===== config.mk =====
export PLATFORM = sky130hd
export DESIGN_NAME = data_sram_like_bridge_flat
export DESIGN_NICKNAME = d
export VERILOG_FILES = /design/src/rtl/data_sram_like_bridge_pkg.sv /design/src/rtl/data_sram_like_bridge_if.sv /design/src/rtl/data_sram_like_bridge_wen_to_size.sv /design/src/rtl/data_sram_like_bridge.sv /design/src/flat_wrapper.sv
export SDC_FILE = /design/constraint.sdc
export NUM_CORES = 1
export LEC_CHECK = 0
export ABC_AREA = 1
export BUFFER_PORTS_ARGS = -buffer_cell sky130_fd_sc_hd__buf_2
export CAP_MARGIN = 20
export CORE_UTILIZATION = 44
export DETAILED_ROUTE_END_ITERATION = 10
export PLACE_DENSITY_LB_ADDON = 0.1
export SYNTH_ARGS = -nofsm -noshare
export SYNTH_HDL_FRONTEND = slang
export SYNTH_SLANG_ARGS = --single-unit

===== constraint.sdc =====
create_clock -name clk -period 1.65 [get_ports clk]
set_input_delay 0.495 -clock clk [delete_from_list [all_inputs] [get_ports clk]]
set_output_delay 0.495 -clock clk [all_outputs]
set_load 0.01 [all_outputs]

===== src/rtl/data_sram_like_bridge_pkg.sv =====
// Shared encodings for the MEM-stage data bridge: FSM states and sram-like bus size codes.
package data_sram_like_bridge_pkg;

    typedef enum logic [1:0] {
        S_IDLE = 2'd0,
        S_REQ  = 2'd1,
        S_WAIT = 2'd2,
        S_DONE = 2'd3
    } state_t;

    localparam logic [1:0] SIZE_B = 2'd0;
    localparam logic [1:0] SIZE_H = 2'd1;
    localparam logic [1:0] SIZE_W = 2'd2;

endpackage


===== src/rtl/data_sram_like_bridge_if.sv =====
// sram-like data bus: the bridge is the master, the memory system is the slave.
interface data_sram_like_bridge_if #(
    parameter int ADDR_W = 32,
    parameter int DATA_W = 32
);
    logic              data_req;
    logic              data_wr;
    logic [1:0]        data_size;
    logic [ADDR_W-1:0] data_addr;
    logic [DATA_W-1:0] data_wdata;
    logic              data_addr_ok;
    logic              data_data_ok;
    logic [DATA_W-1:0] data_rdata;

    modport master (
        output data_req, data_wr, data_size, data_addr, data_wdata,
        input  data_addr_ok, data_data_ok, data_rdata
    );

    modport slave (
        input  data_req, data_wr, data_size, data_addr, data_wdata,
        output data_addr_ok, data_data_ok, data_rdata
    );
endinterface


===== src/rtl/data_sram_like_bridge_wen_to_size.sv =====
// Maps the lane controller's byte write-enable onto the bus direction and transfer size.
module data_sram_like_bridge_wen_to_size
    import data_sram_like_bridge_pkg::*;
(
    input  logic [3:0] mem_wen,
    output logic       wr,
    output logic [1:0] size
);

    // Loads are always full-word; irregular write masks fall back to a word write.
    always_comb begin
        wr = |mem_wen;
        case (mem_wen)
            4'b0001, 4'b0010, 4'b0100, 4'b1000: size = SIZE_B;
            4'b0011, 4'b1100:                   size = SIZE_H;
            default:                            size = SIZE_W;
        endcase
    end

endmodule


===== src/rtl/data_sram_like_bridge.sv =====
// MEM-stage bridge: runs one lane-resolved access as a single-outstanding sram-like
// transaction and stalls the pipeline until it completes.
module data_sram_like_bridge
    import data_sram_like_bridge_pkg::*;
#(
    parameter int ADDR_W = 32,
    parameter int DATA_W = 32
) (
    input  logic              clk,
    input  logic              resetn,
    input  logic              mem_en,
    input  logic [3:0]        mem_wen,
    input  logic [ADDR_W-1:0] mem_addr,
    input  logic [DATA_W-1:0] mem_wdata,
    output logic [DATA_W-1:0] mem_rdata,
    input  logic              longest_stall,
    output logic              d_stall,
    data_sram_like_bridge_if.master bus
);

    state_t     state;
    logic       wen_wr;
    logic [1:0] wen_size;

    data_sram_like_bridge_wen_to_size u_wen_to_size (
        .mem_wen (mem_wen),
        .wr      (wen_wr),
        .size    (wen_size)
    );

    // Request fields are captured once in IDLE so the bus sees them stable however long addr_ok takes.
    always_ff @(posedge clk) begin
        if (!resetn) begin
            state          <= S_IDLE;
            bus.data_req   <= 1'b0;
            bus.data_wr    <= 1'b0;
            bus.data_size  <= SIZE_B;
            bus.data_addr  <= '0;
            bus.data_wdata <= '0;
            mem_rdata      <= '0;
        end else begin
            case (state)
                S_IDLE: begin
                    if (mem_en) begin
                        state          <= S_REQ;
                        bus.data_req   <= 1'b1;
                        bus.data_wr    <= wen_wr;
                        bus.data_size  <= wen_size;
                        bus.data_addr  <= wen_wr ? mem_addr : {mem_addr[ADDR_W-1:2], 2'b00};
                        bus.data_wdata <= mem_wdata;
                    end
                end
                S_REQ: begin
                    if (bus.data_addr_ok) begin
                        state        <= S_WAIT;
                        bus.data_req <= 1'b0;
                    end
                end
                S_WAIT: begin
                    if (bus.data_data_ok) begin
                        if (!bus.data_wr) begin
                            mem_rdata <= bus.data_rdata;
                        end
                        state <= S_DONE;
                    end
                end
                S_DONE: begin
                    // Holding here while MEM is frozen elsewhere keeps the same access from re-issuing.
                    if (!longest_stall) begin
                        state <= S_IDLE;
                    end
                end
            endcase
        end
    end

    always_comb begin
        d_stall = 1'b0;
        if (resetn) begin
            case (state)
                S_IDLE:         d_stall = mem_en;
                S_REQ, S_WAIT:  d_stall = 1'b1;
                S_DONE:         d_stall = 1'b0;
            endcase
        end
    end

endmodule


===== src/flat_wrapper.sv =====
// flat-port wrapper written by rule: the top's interface ports become plain ports
module data_sram_like_bridge_flat import data_sram_like_bridge_pkg::*;
#(
    parameter int ADDR_W = 32,
    parameter int DATA_W = 32
)
  (clk, resetn, mem_en, mem_wen, mem_addr, mem_wdata, mem_rdata, longest_stall, d_stall, bus_data_req, bus_data_wr, bus_data_size, bus_data_addr, bus_data_wdata, bus_data_addr_ok, bus_data_data_ok, bus_data_rdata);
  data_sram_like_bridge_if #(.ADDR_W(ADDR_W), .DATA_W(DATA_W)) bus_i ();
  input  logic clk;
  input  logic resetn;
  input  logic mem_en;
  input  logic [3:0] mem_wen;
  input  logic [ADDR_W-1:0] mem_addr;
  input  logic [DATA_W-1:0] mem_wdata;
  output logic [DATA_W-1:0] mem_rdata;
  input  logic longest_stall;
  output logic d_stall;
  output wire logic [$bits(bus_i.data_req)-1:0] bus_data_req;
  output wire logic [$bits(bus_i.data_wr)-1:0] bus_data_wr;
  output wire logic [$bits(bus_i.data_size)-1:0] bus_data_size;
  output wire logic [$bits(bus_i.data_addr)-1:0] bus_data_addr;
  output wire logic [$bits(bus_i.data_wdata)-1:0] bus_data_wdata;
  input wire logic [$bits(bus_i.data_addr_ok)-1:0] bus_data_addr_ok;
  input wire logic [$bits(bus_i.data_data_ok)-1:0] bus_data_data_ok;
  input wire logic [$bits(bus_i.data_rdata)-1:0] bus_data_rdata;
  assign bus_data_req = bus_i.data_req;
  assign bus_data_wr = bus_i.data_wr;
  assign bus_data_size = bus_i.data_size;
  assign bus_data_addr = bus_i.data_addr;
  assign bus_data_wdata = bus_i.data_wdata;
  assign bus_i.data_addr_ok = bus_data_addr_ok;
  assign bus_i.data_data_ok = bus_data_data_ok;
  assign bus_i.data_rdata = bus_data_rdata;
  data_sram_like_bridge #(.ADDR_W(ADDR_W), .DATA_W(DATA_W)) u_core (.clk(clk), .resetn(resetn), .mem_en(mem_en), .mem_wen(mem_wen), .mem_addr(mem_addr), .mem_wdata(mem_wdata), .mem_rdata(mem_rdata), .longest_stall(longest_stall), .d_stall(d_stall), .bus(bus_i));
endmodule

==> reports/summary.txt, run 1 <==
CTS tree: yes
Worst EP required: 1.15 ns
Worst Hold Endpoint: u_core.mem_rdata[29]
nets: 790
commonest non-fill, non-tap cell in the layout: buf_2
DR iter-0 viols: 122
maximum vdd drop: 0.614 mV
min setup slack post-route: -0.160 ns
Die X: 93.8 um
max cap viols: 0
largest family of logic cells by synthesized area: simple AND/OR/NAND/NOR gates
Slew HR: 76.8%
Post-Synth Adder-Cell Area: 1.69%
Antenna Violating Nets Remaining: 0
Layout area overhead: 36.8%
hold path start: bus_data_rdata[29]
Max stage delay cell, worst path: dfxtp_2
status: finished, violations left
Worst EP arrival: 1.31 ns
Tmin final: 1.81 ns
synthesized area per cell: 7.75 um^2
drt total wl: 9420 um
IO buf count: 206
hold path cells: 3
ANT cells: 0
post-synthesis sequential area ratio: 55.1%
clk_lat worst skew: 0.35 ns
Fmax achieved: 553 MHz
CTS buffer count: 9
layout cell share with drive strength beyond 1: 36.1%
Root Buffer: clkbuf_8
Synth Warn #: 0
area share of xor/xnor cells in the synthesized design: 0%
post-synthesis compound-gate area fraction: 13.6%
Distinct cells, synth: 16
Yosys reg bits: 102
worst-margin pin slew: 0.348 ns
CP startpoint kind: flip-flop
Mapped Cells: 478
failing checks: setup timing
Overflow after GRT: 0
Leak Pwr: 0.00265 uW
first-pass GRT wire length: 14700 um
io pins: 207
Hold/Removal Path Class: in -> reg
critical path type: reg -> out
initial antenna violation count: 0
Worst Skew: 0.0121 ns
delay-heaviest family, CP: flip-flops
Hold Vio Cnt, Final: 0
height of the die: 93.8 um
Syn Nets: 589
Fill cells: 759
vias in the first global route: 3230
buffers plus inverters on the worst setup path: 2
DP Worst Slack: 0.0866 ns
CTS Buffer Depth: 2
die area: 8790 um^2
Critical Path Max Stage Delay: 0.34 ns
wire length per cell: 11.9 um
fin util: 62.0%
power density of the placed cells: 1530 nW/um^2
reg-to-reg setup timing slack: 0.16 ns
fin. max-slew vios: 0
clock sinks: 102
Post-Synth Simple-Gate Area: 23.5%
Total GRT Usage: 21.2%
commonest cells after routing, fill and taps aside: buf_2 (206), nor2_1 (202), dfxtp_1 (100)
top cell type's share of synthesized area: 55.1%
core area: 8180 um^2
DR vias/cell: 4.64
via count: 3664
Final setup viols: 1
RSZ-0062 raised after global routing: true
row count: 33
worst reg-to-reg path cell count: 8
largest net degree at the start of global routing: 99
leading area contributor after synthesis: dfxtp_1
period utilization: 110%
Worst-path clk slew: 0.10 ns
H-tree depth: 3
cell chain of the critical path: inv_2 > ha_4 > o21ai_2 > a21oi_1 > buf_2
DRC: 0
Worst R2R End: u_core.mem_rdata[12]
critical path peak fanout: 3
DRT Pass-1 Iters: 4
top post-synthesis cells by area: dfxtp_1 (55%), nor2_1 (20%), o21ai_0 (11%), o21ai_1 (2.2%), nand2_1 (1.9%)
dpl hpwl: 6550 um
Synth Cell Area: 3710 um^2
CP Capture Type: output pin
worst r2r src: u_core.state[1]
initial core utilization: 45.3%
Placer Congestion: 0.776
mux contribution to synthesized area: 0%
[report_power, final]
part / total (uW) / leakage (uW) / switching (uW) / internal (uW)
Sequential: 3390 / 0.000840 / 295 / 3090
Combinational: 2680 / 0.00170 / 1550 / 1130
Clock: 1680 / 0.000106 / 823 / 853
Total: 7740 / 0.00265 / 2660 / 5080
[sequential cells by signal (all words and copies together) (netlist names)]
| signal | flops |
|---|---|
| u_core.bus.data_size | 2 |
| u_core.bus.data_addr | 32 |
| u_core.mem_rdata | 32 |
| u_core.bus.data_req | 1 |
| u_core.bus.data_wdata | 32 |
| u_core.bus.data_wr | 1 |
| u_core.state | 2 |
[layer usage]
metal	global-route usage, %	vias up	part of all wire, %
li1	-	1910	-
met1	25.1	1624	43
met2	35.3	124	48
met3	7.52	6	7.9
met4	6.92	0	0.97
met5	0	-	0
[worst max path at each step]
stage	from	to	slack, ns	cells after the start
2_1_floorplan	resetn	d_stall	0.13	4
3_3_place_gp	u_core.state[0]	d_stall	0.11	5
3_5_place_dp	u_core.state[0]	d_stall	0.09	5
4_1_cts	u_core.state[1]	d_stall	-0.17	5
5_1_grt	u_core.state[0]	d_stall	-0.23	5
6_report	u_core.state[1]	d_stall	-0.16	5
[area by class of cell]
cell class                 count  area (um^2)  area share [%]
clock buffer                  10          128            2.52
tap                          105          131            2.59
multi-input combinational    334         1460            28.8
clock inverter                 6         86.3            1.70
sequential                   102         2040            40.3
timing repair buffer         221         1170            23.1
inverter                      11         46.3           0.913
[timing repair]
| action | CTS | global route |
|---|---|---|
| hold endpoints to repair | 0 | 0 |
| setup endpoints to repair | 1 | 33 |
| pin swaps | 2 | 1 |
| resized for setup | 6 | 6 |
| hold buffers | 0 | 0 |
| gates cloned | 0 | 0 |
| setup buffers | 2 | 2 |
[worst min-delay path, cell delays in order]
cell    delay [ns]
buf_2         0.07
nor2_1        0.03
nor2_1        0.08
[metrics by stage]
stage	power (uW)	hold WS (ns)	setup TNS, ns	instance area, um^2	instances
floorplan	4990	0.488	0	3710	478
global placement	5940	0.447	0	4790	769
detailed placement	6010	0.460	0	4790	769
CTS	7760	0.335	-0.172	5040	787
global route	8330	0.342	-0.234	5070	789
finish	7740	0.351	-0.160	5070	789
[synthesized netlist by cell type, drive strengths merged]
cell type / number
nor2: 203
nand2: 19
dfxtp: 102
a21oi: 5
ha: 5
nand3: 6
o21ai: 96
inv: 11
buf: 22
clkbuf: 9
[cell families (layout without fill, tap and decap cells)]
kind of cell	after synthesis	count (layout)
AO/OA/AOI/OAI	101	101
buffers and inverters	42	248
AND/OR/NAND/NOR	228	228
flip-flops	102	102
adder cells (fa/ha/maj)	5	5
Power figures use the tool's default switching activity.
==> run 2: changes to the inputs <==
Settings changed: CELL_PAD_IN_SITES_DETAIL_PLACEMENT from default to 0, CELL_PAD_IN_SITES_GLOBAL_PLACEMENT from default to 1, CORE_UTILIZATION 44 to 30, SYNTH_HIERARCHICAL from default to 1.
==> reports/summary.txt, run 2 <==
Post-synth EDFFs: 0 (unchanged)
Yosys reg bits: 102 (unchanged)
Layout area overhead: 40.3%
CP Capture Type: output pin
Slew HR: 74.1% (-2.7 points)
top cell type's share of synthesized area: 53.6% (-1.5 points)
status: finished, violations left
DRC: 0 (unchanged)
core area: 12200 um^2 (+49%)
Syn Nets: 604 (+2.5%)
max cap viols: 0 (unchanged)
Hold/Removal Path Class: in -> reg
final setup TNS: -0.135 ns (+0.0247 ns)
Distinct cells, synth: 19 (+3)
row count: 40 (+21%)
commonest non-fill, non-tap cell in the layout: buf_2
via count: 3695 (+0.85%)
Fmax achieved: 560 MHz (+1.4%)
io pins: 207 (unchanged)
Total GRT Usage: 16.4% (-4.8 points)
fin. max-slew vios: 0 (unchanged)
DRT Pass-1 Iters: 6 (+2)
period utilization: 108% (-1.5 points)
Worst EP required: 1.15 ns (about the same)
leading area contributor after synthesis: dfxtp_1
area of the multi-input gates: 1520 um^2 (+4.2%)
Critical Path Max Stage Delay: 0.35 ns (about the same)
Worst EP arrival: 1.29 ns (-0.02 ns)
Worst Skew: 0.00570 ns (-0.00638 ns)
height of the die: 115 um (+22%)
hold path cells: 3 (unchanged)
RSZ-0062 raised after global routing: true
Hold-fix buffers, CTS: 0 (unchanged)
Tmin final: 1.78 ns (-0.0247 ns)
largest net degree at the start of global routing: 101 (+2.0%)
drt total wl: 10700 um (+13%)
first-pass GRT wire length: 16500 um (+12%)
asr flop ratio synth: 0% (unchanged)
CTS Buffer Depth: 2 (unchanged)
layout cell share with drive strength beyond 1: 35.9% (-0.23 points)
Mapped Cells: 492 (+2.9%)
CTS tree: yes
nets: 801 (+1.4%)
min setup slack post-route: -0.135 ns (+0.0247 ns)
Met1 Routed Length: 4710 um (+16%)
critical path peak fanout: 4 (+1)
vias in the first global route: 3317 (+2.7%)
top post-synthesis cells by area: dfxtp_1 (54%), nor2_1 (20%), o21ai_0 (11%), buf_6 (3.3%), nand2_1 (2.5%)
Overflow after GRT: 0 (unchanged)
maximum vdd drop: 0.611 mV (-0.43%)
top-count cell post-synth: nor2_1
most frequent cells after synthesis: nor2_1 (200), dfxtp_1 (102), o21ai_0 (81), nand2_1 (25), o21ai_1 (16)
wire length per cell: 12.4 um (+3.5%)
synthesized area per cell: 7.74 um^2 (-0.19%)
IO buf count: 206 (unchanged)
Hold Vio Cnt, Final: 0 (unchanged)
WL met2: 4790 um (+5.8%)
worst-margin pin slew: 0.388 ns (+0.0405 ns)
Synth Cell Area: 3810 um^2 (+2.7%)
critical path type: reg -> out
cell chain of the critical path: inv_4 > ha_4 > o21ai_2 > a21oi_2 > buf_2
worst reg-to-reg path cell count: 7 (-1)
DR WL met3: 911 um (+23%)
Fill cells: 1336 (+76%)
largest registers: u_core/bus.data_addr x32, u_core/bus.data_wdata x32, u_core/mem_rdata x32
die area: 13100 um^2 (+49%)
Max Used Layer: met4
initial antenna violation count: 1 (+1)
buffers plus inverters on the worst setup path: 2 (unchanged)
Synth Warn #: 6 (+6)
reg-to-reg setup timing slack: 0.18 ns (+0.02 ns)
Leak Pwr: 0.00276 uW (+4.1%)
Worst-path clk slew: 0.07 ns (-0.03 ns)
delay-heaviest family, CP: flip-flops
Root Buffer: clkbuf_16
post-synthesis sequential area ratio: 53.6% (-1.5 points)
Final setup viols: 1 (unchanged)
Top FF cell, synth: dfxtp_1
clock sinks: 102 (unchanged)
DR vias/cell: 4.28 (-7.8%)
DR iter-0 viols: 154 (+26%)
register area: 2040 um^2 (unchanged)
Antenna Violating Nets Remaining: 0 (unchanged)
DP Worst Slack: 0.0528 ns (-0.0338 ns)
WP depth: 5 (unchanged)
Die X: 115 um (+22%)
CTS buffer count: 9 (unchanged)
initial core utilization: 31.2% (-14 points)
Placer Congestion: 0.738 (-5.0%)
dpl hpwl: 7480 um (+14%)
H-tree depth: 3 (unchanged)
power density of the placed cells: 1590 nW/um^2 (+4.0%)
commonest cells after routing, fill and taps aside: buf_2 (206), nor2_1 (200), dfxtp_1 (100)
CP startpoint kind: flip-flop
Max stage delay cell, worst path: dfxtp_2
clk_lat worst skew: 0.34 ns (about the same)
failing checks: setup timing
run 2: cell families after synthesis:
logic type	Yosys count	synth area share [%]
DFF	102	53.6
buffers and inverters	48	7.26
AOI/OAI and AO/OA	101	13.3
and+or+nand+nor	235	23.9
adders and majority gates	6	1.97
run 2: tightest hold or removal path: stages:
cell	delay [ns]
buf_2	0.08
nor2_1	0.03
nor2_1	0.08
run 2: path summary, 6_finish.rpt:
check / start / to
worst min register to register: u_core/bus.data_addr[1] / u_core/bus.data_addr[1]
worst max-delay path: u_core/state[1] / d_stall
worst min-delay path: bus_data_rdata[18] / u_core/mem_rdata[18]
worst max register to register: u_core/state[1] / u_core/mem_rdata[22]
run 2: routing by layer:
metal / track usage [%] / vias to the layer above
met2: 26.2 / 125
met4: 8.40 / 0
li1: - / 1940
met5: 0 / -
met1: 19.5 / 1614
met3: 5.61 / 16
run 2: repair_timing:
| action | in CTS | in global routing |
|---|---|---|
| pin swaps | 2 | 1 |
| gates cloned | 0 | 0 |
| buffers inserted | 1 | 0 |
| endpoints found under the setup margin | 1 | 33 |
| resized for setup | 6 | 9 |
run 2: power by group:
group	total (uW)	internal, uW	switching (uW)
clock network	2350	1450	895
logic	2740	1140	1610
registers	3400	3100	299
total	8490	5690	2800
run 2: area by class of cell:
| cell class | instances | area share [%] |
|---|---|---|
| Multi-Input combinational cell | 342 | 28.5 |
| Clock inverter | 3 | 1.22 |
| Clock buffer | 13 | 5.06 |
| Tap cell | 168 | 3.94 |
| Timing Repair Buffer | 217 | 21.6 |
| Sequential cell | 102 | 38.3 |
| Inverter | 17 | 1.34 |
| Antenna cell | 1 | 0.0469 |
run 2: metrics by stage:
| stage | hold WS [ns] | instances | instance area [um^2] | total power (uW) | util (%) |
|---|---|---|---|---|---|
| after detailed placement | 0.467 | 845 | 4950 | 6130 | 40.5 |
| after global routing | 0.371 | 863 | 5340 | 9110 | 43.7 |
| after CTS | 0.358 | 862 | 5310 | 8560 | 43.5 |
| final | 0.371 | 863 | 5340 | 8490 | 43.7 |
| after global placement | 0.459 | 845 | 4950 | 6080 | 40.5 |
| after floorplan | 0.489 | 492 | 3810 | 5090 | - |
